File: src/rtl/if_fetch_pkg.sv
// Shared RISC-V definitions used by the fetch stage and its buffers.
package if_fetch_pkg;

  // Architectural data/address width.
  localparam int unsigned RV_XLEN = 32;

  // Low two bits of every 32-bit (non-compressed) instruction.
  localparam logic [1:0] RV_ILEN32 = 2'b11;

  // Width of a counter that must hold the values 0..depth inclusive.
  function automatic int unsigned cnt_width(input int unsigned depth);
    return $clog2(depth + 1);
  endfunction

endpackage

File: src/rtl/if_fifo.sv
// Small first-word-fall-through FIFO with synchronous flush and
// simultaneous push/pop (also when full). The head is visible on rdata
// in the cycle after it was pushed.
module if_fifo
  import if_fetch_pkg::*;
#(
  parameter int unsigned WIDTH = 32,
  parameter int unsigned DEPTH = 2,
  localparam int unsigned PW = (DEPTH > 1) ? $clog2(DEPTH) : 1,
  localparam int unsigned CW = cnt_width(DEPTH)
) (
  input  logic             clk,
  input  logic             rst,
  input  logic             flush,
  input  logic             push,
  input  logic [WIDTH-1:0] wdata,
  input  logic             pop,
  output logic [WIDTH-1:0] rdata,
  output logic [CW-1:0]    count
);

  logic [WIDTH-1:0] mem_reg [DEPTH];
  logic [PW-1:0]    wptr_reg;
  logic [PW-1:0]    rptr_reg;
  logic [CW-1:0]    count_reg;
  logic             do_push;
  logic             do_pop;

  function automatic logic [PW-1:0] ptr_inc(input logic [PW-1:0] p);
    return (p == PW'(DEPTH - 1)) ? '0 : p + 1'b1;
  endfunction

  // A push into a full FIFO is only taken when the head leaves in the same cycle.
  always_comb begin
    do_pop  = pop && (count_reg != '0);
    do_push = push && ((count_reg != CW'(DEPTH)) || do_pop);
  end

  // Storage needs no reset: entries are only read while counted as occupied.
  always_ff @(posedge clk) begin
    if (do_push && !flush) begin
      mem_reg[wptr_reg] <= wdata;
    end
  end

  // Pointer and occupancy bookkeeping; flush discards everything at once.
  always_ff @(posedge clk or negedge rst) begin
    if (!rst) begin
      wptr_reg  <= '0;
      rptr_reg  <= '0;
      count_reg <= '0;
    end else if (flush) begin
      wptr_reg  <= '0;
      rptr_reg  <= '0;
      count_reg <= '0;
    end else begin
      if (do_push) wptr_reg <= ptr_inc(wptr_reg);
      if (do_pop)  rptr_reg <= ptr_inc(rptr_reg);
      count_reg <= count_reg + CW'(do_push) - CW'(do_pop);
    end
  end

  assign rdata = mem_reg[rptr_reg];
  assign count = count_reg;

endmodule

File: src/rtl/if_fetch.sv
// Instruction fetch stage: issues word fetches under a credit rule so the
// instruction buffer can never overflow, pairs in-order responses with
// their PCs and presents them to decode. A redirect flushes everything
// and marks in-flight responses for discard.
module if_fetch
  import if_fetch_pkg::*;
#(
  parameter int unsigned      XLEN     = RV_XLEN,
  parameter logic [XLEN-1:0]  RESET_PC = XLEN'(32'h0000_0000),
  parameter int unsigned      DEPTH    = 2
) (
  input  logic            clk,
  input  logic            rst,
  output logic            imem_req,
  output logic [XLEN-1:0] imem_addr,
  input  logic            imem_gnt,
  input  logic            imem_rvalid,
  input  logic [XLEN-1:0] imem_rdata,
  input  logic            redirect_valid,
  input  logic [XLEN-1:0] redirect_pc,
  output logic            id_valid,
  input  logic            id_ready,
  output logic [XLEN-1:0] id_pc,
  output logic [XLEN-1:0] id_instr,
  output logic            id_illegal
);

  localparam int unsigned CW = cnt_width(DEPTH);

  logic [XLEN-1:0]   pc_reg;
  logic [CW-1:0]     outstanding_reg;
  logic [CW-1:0]     discard_reg;

  logic              grant;
  logic              rsp_seen;
  logic              rsp_accept;
  logic              pop;
  logic [XLEN-1:0]   rsp_pc;
  logic [CW-1:0]     aq_count;
  logic [CW-1:0]     ib_count;
  logic [2*XLEN-1:0] ib_head;

  // Request only while out of reset, not redirecting, and with a free buffer slot reserved.
  always_comb begin
    imem_req   = rst && !redirect_valid &&
                 (((CW+1)'(outstanding_reg) + (CW+1)'(ib_count)) < (CW+1)'(DEPTH));
    imem_addr  = pc_reg & ~XLEN'(3);
    grant      = imem_req && imem_gnt;
    rsp_seen   = imem_rvalid && (outstanding_reg != '0);
    rsp_accept = imem_rvalid && (discard_reg == '0) && !redirect_valid;
    id_valid   = (ib_count != '0);
    pop        = id_valid && id_ready;
    id_pc      = id_valid ? ib_head[2*XLEN-1:XLEN] : '0;
    id_instr   = id_valid ? ib_head[XLEN-1:0] : '0;
    id_illegal = id_valid && (ib_head[1:0] != RV_ILEN32);
  end

  // Fetch PC, in-flight request count and stale-response count.
  always_ff @(posedge clk or negedge rst) begin
    if (!rst) begin
      pc_reg          <= RESET_PC;
      outstanding_reg <= '0;
      discard_reg     <= '0;
    end else if (redirect_valid) begin
      // No grant is possible here; a response in this cycle is dropped directly.
      pc_reg          <= redirect_pc & ~XLEN'(3);
      outstanding_reg <= outstanding_reg - CW'(rsp_seen);
      discard_reg     <= outstanding_reg - CW'(rsp_seen);
    end else begin
      if (grant) pc_reg <= pc_reg + XLEN'(4);
      outstanding_reg <= outstanding_reg + CW'(grant) - CW'(rsp_seen);
      if (imem_rvalid && (discard_reg != '0)) discard_reg <= discard_reg - 1'b1;
    end
  end

  // PCs of accepted requests, waiting for their responses.
  if_fifo #(
    .WIDTH (XLEN),
    .DEPTH (DEPTH)
  ) u_addr_q (
    .clk   (clk),
    .rst   (rst),
    .flush (redirect_valid),
    .push  (grant),
    .wdata (imem_addr),
    .pop   (rsp_accept),
    .rdata (rsp_pc),
    .count (aq_count)
  );

  // Fetched {pc, instruction} pairs waiting for decode.
  if_fifo #(
    .WIDTH (2*XLEN),
    .DEPTH (DEPTH)
  ) u_instr_buf (
    .clk   (clk),
    .rst   (rst),
    .flush (redirect_valid),
    .push  (rsp_accept),
    .wdata ({rsp_pc, imem_rdata}),
    .pop   (pop),
    .rdata (ib_head),
    .count (ib_count)
  );

  // A response with nothing in flight is a memory-side protocol error.
  a_no_orphan_rsp: assert property (@(posedge clk) disable iff (!rst)
    imem_rvalid |-> (outstanding_reg != '0));

  // Live queued PCs never exceed requests in flight.
  a_aq_bounded: assert property (@(posedge clk) disable iff (!rst)
    aq_count <= outstanding_reg);

endmodule

File: config.mk
export PLATFORM = sky130hd
export DESIGN_NAME = if_fetch
export DESIGN_NICKNAME = d
export VERILOG_FILES = /design/src/rtl/if_fetch_pkg.sv /design/src/rtl/if_fifo.sv /design/src/rtl/if_fetch.sv
export SDC_FILE = /design/constraint.sdc
export NUM_CORES = 1
export LEC_CHECK = 0
export BUFFER_PORTS_ARGS = -buffer_cell sky130_fd_sc_hd__buf_4
export CAP_MARGIN = 20
export CORE_UTILIZATION = 30
export CTS_CLUSTER_DIAMETER = 60
export DETAILED_ROUTE_END_ITERATION = 7
export PLACE_DENSITY = 0.49
export SYNTH_ARGS = -nofsm -noshare
export SYNTH_HDL_FRONTEND = slang
export SYNTH_SLANG_ARGS = --single-unit
File: constraint.sdc
create_clock -name clk -period 9.2 [get_ports clk]
set_input_delay 1.84 -clock clk [delete_from_list [all_inputs] [get_ports clk]]
set_output_delay 1.84 -clock clk [all_outputs]
set_load 0.01 [all_outputs]
==> flow_summary.json <==
{
  "met2_usage": 0.212,
  "min_to": "u_addr_q.mem_reg[1][29]",
  "outcome": "finished, violations left",
  "ys.flop_type": "edfxtp_1",
  "root_buffer": "clkbuf_16",
  "core_area_mm2": 0.0307,
  "power_density_mw_per_mm2": 267,
  "dp_hpwl_um": 13300,
  "initial_core_util": 0.307,
  "fin_setup_tns_ns": 0,
  "fmax_mhz": 209,
  "die-area_mm2": 0.0321,
  "ir_worst_vdd_v": 0.000154,
  "wire_per_inst_um": 17.2,
  "synth_cells": 651,
  "routed_wl_um": 21200,
  "worst_setup_path_start_kind": "input pin",
  "fill_cells": 2959,
  "cp-startpoint": "rst",
  "slowest_delay_ns": 0.50,
  "yosysTopAreaCell": "edfxtp_1",
  "seq_power_share": 0.403,
  "syn_avg_cell_area_um2": 14.5,
  "fin_crit_ns": 4.79,
  "diodes": 0,
  "cts_sinks": 226,
  "setup_violations": 0,
  "hold_ws_ns": 0.557,
  "hold_path_class": "flip-flop to flip-flop",
  "cts_tree": "done",
  "std_cell_rows": 64,
  "hold_viol": 0,
  "r2r_slack_ns": 6.13,
  "crit_slowest_cell": "buf_4",
  "crit_chain": "buf_4, nor4b_1, buf_4",
  "gr-max-usage-layer": "met2",
  "async_reset_ff_frac": 0.186,
  "synth_compound_area_frac": 0.0414,
  "cts_inserted_buffers": 28,
  "syn_to_final_growth_pct": 27.0,
  "finClkSkew_ns": 0.00688,
  "netlist_top_cells_area": "edfxtp_1 (59%), dfrtp_1 (11%), mux2i_1 (6.8%)",
  "grt_util_met3": 0.0276,
  "drt-initial-drc-count": 266,
  "p_leak_nw": 4.34,
  "antenna_left": 0,
  "synth.top_cells.by_count": "edfxtp_1 (184), nor2_1 (90), mux2i_1 (64), dfrtp_1 (42), nand2_1 (35)",
  "grt_max_degree": 64,
  "place_congestion": 0.805,
  "drc_errors": 30,
  "cap_violations": 0,
  "yosysUniqueCellTypes": 47,
  "finalNetCount": 898,
  "synth_most_common_cell": "edfxtp_1",
  "hold_buffers": 0,
  "maxSlewHeadroom": 0.292,
  "synth_edf_count": 184,
  "yosys.area_share.simple": 0.104,
  "critPathCaptureType": "output pin",
  "synth_warnings": 0,
  "slew_viol_final": 0,
  "rsz0062_at_grt": "no",
  "holdCritStartpoint": "pc_reg[31]",
  "clkLatencyLatePin_ns": 0.53,
  "synthAdderAreaFrac": 0.0141,
  "ys_seq_area_frac": 0.697,
  "cp.arrival_ns": 2.95,
  "numPortBuffers": 162,
  "synthMuxAreaShare": 0.104,
  "worstPathRequired_ns": 7.36,
  "yosysTopAreaCellShare": 0.586,
  "die_w_um": 179,
  "p_clk_frac": 0.327,
  "whs_path_depth": 0,
  "synth_top_family_by_area": "multiplexers",
  "rr_worst_depth": 7,
  "overflow": 0,
  "post_cts_resized": 0,
  "violations": "DRC",
  "r2r-end": "u_addr_q.mem_reg[0][26]",
  "tightestPinTransition_ns": 1.06,
  "ys_ff_latch": 226,
  "p_comb_frac": 0.270,
  "grt_pass1_vias": 5614,
  "switching_share": 0.299,
  "cts_setup_buffers": 0,
  "internal_power_w": 0.00225,
  "criticalPathCategory": "input pin to output pin",
  "drive_gt1_frac": 0.307,
  "synth_area_mm2": 0.00943,
  "largest_reg_flops": 124,
  "ioPinCount": 169,
  "dieHeight_um": 179,
  "grtUsageTotal": 0.131,
  "via_per_inst": 4.64,
  "p_total_w": 0.00320,
  "synth_xor_area_frac": 0.0167,
  "cpMostUsedCell": "buf_4",
  "timing.final.crit_share": 0.521,
  "grt_antenna_before_repair": 0,
  "crit_fanout": 45,
  "use_met1": 0.177,
  "vias": 5735,
  "cts_buffer_depth": 3,
  "htree_levels": 1,
  "p_sw_w": 0.000957,
  "drt_first_pass_iters": 6,
  "grt_pass1_wl_um": 32000,
  "clkTransAtPathRegs_ns": 0.06,
  "r2r-start": "u_instr_buf.count[0]"
}
==> critical path, delay by kind of cell <==
kind | cells | cell delay [ns]
buffers and inverters | 2 | 0.69
and+or+nand+nor | 1 | 0.40
==> final cells by class <==
class | count | area [um2] | share of cell area
clock inverter | 12 | 81.3 | 0.00679
clock buffer | 40 | 838 | 0.0700
multi-input combinational | 381 | 2670 | 0.223
inverter | 13 | 48.8 | 0.00407
sequential | 226 | 6580 | 0.549
timing repair buffer | 168 | 1260 | 0.105
tap | 396 | 495 | 0.0414
==> power groups by stage <==
stage	Clock [W]	Sequential [W]	Combinational, W
2_1_floorplan	0	0.00129	0.000494
3_3_place_gp	0	0.00131	0.000883
3_5_place_dp	0	0.00131	0.000890
4_1_cts	0.00108	0.00129	0.000893
5_1_grt	0.00112	0.00130	0.000963
6_report	0.00105	0.00129	0.000863
==> per-layer routing <==
metal / wire [um] / vias to the layer above
met4: 340 / 0
met5: 0 / -
met1: 9710 / 2768
li1: - / 2777
met2: 9810 / 159
met3: 1360 / 31
==> cells by family after synthesis <==
group,count (synthesis)
adder cells (fa/ha/maj),10
flip-flops,226
XOR/XNOR,18
multiplexers,94
other,1
buffers and inverters,47
AO/OA/AOI/OAI,59
AND/OR/NAND/NOR,196
==> worst max path at each step <==
stage / endpoint / slack [ns] / cells past startpoint
finish: imem_req / 4.41 / 3
global route: imem_req / 4.26 / 3
detailed placement: imem_req / 4.36 / 3
global placement: imem_req / 4.32 / 3
CTS: imem_req / 4.34 / 3
floorplan: u_instr_buf.mem_reg[0][0] / 3.62 / 3
==> per-stage QoR <==
stage                     worst slack (ns)  cell area (um2)  utilization  std cells
after floorplan                       3.62             9440            -        654
after global placement                4.32            11100        0.360       1184
after detailed placement              4.36            11100        0.360       1184
after CTS                             4.34            12000        0.390       1236
after global routing                  4.26            12000        0.390       1236
final                                 4.41            12000        0.390       1236
==> cell usage in the layout, fill, tap and decap left out, drive strengths merged, types with 10 or more instances in the layout <==
cell type | synthesis | routed
nand2 | 35 | 35
a31oi | 17 | 17
o31ai | 15 | 15
or4 | 19 | 19
nor2 | 90 | 90
inv | 13 | 15
nand3 | 12 | 12
buf | 13 | 168
dfrtp | 42 | 42
mux2i | 64 | 64
xnor2 | 10 | 10
clkbuf | 21 | 40
edfxtp | 184 | 184
o21ai | 14 | 14
mux2 | 30 | 30
(Power assumes the default switching activity.)
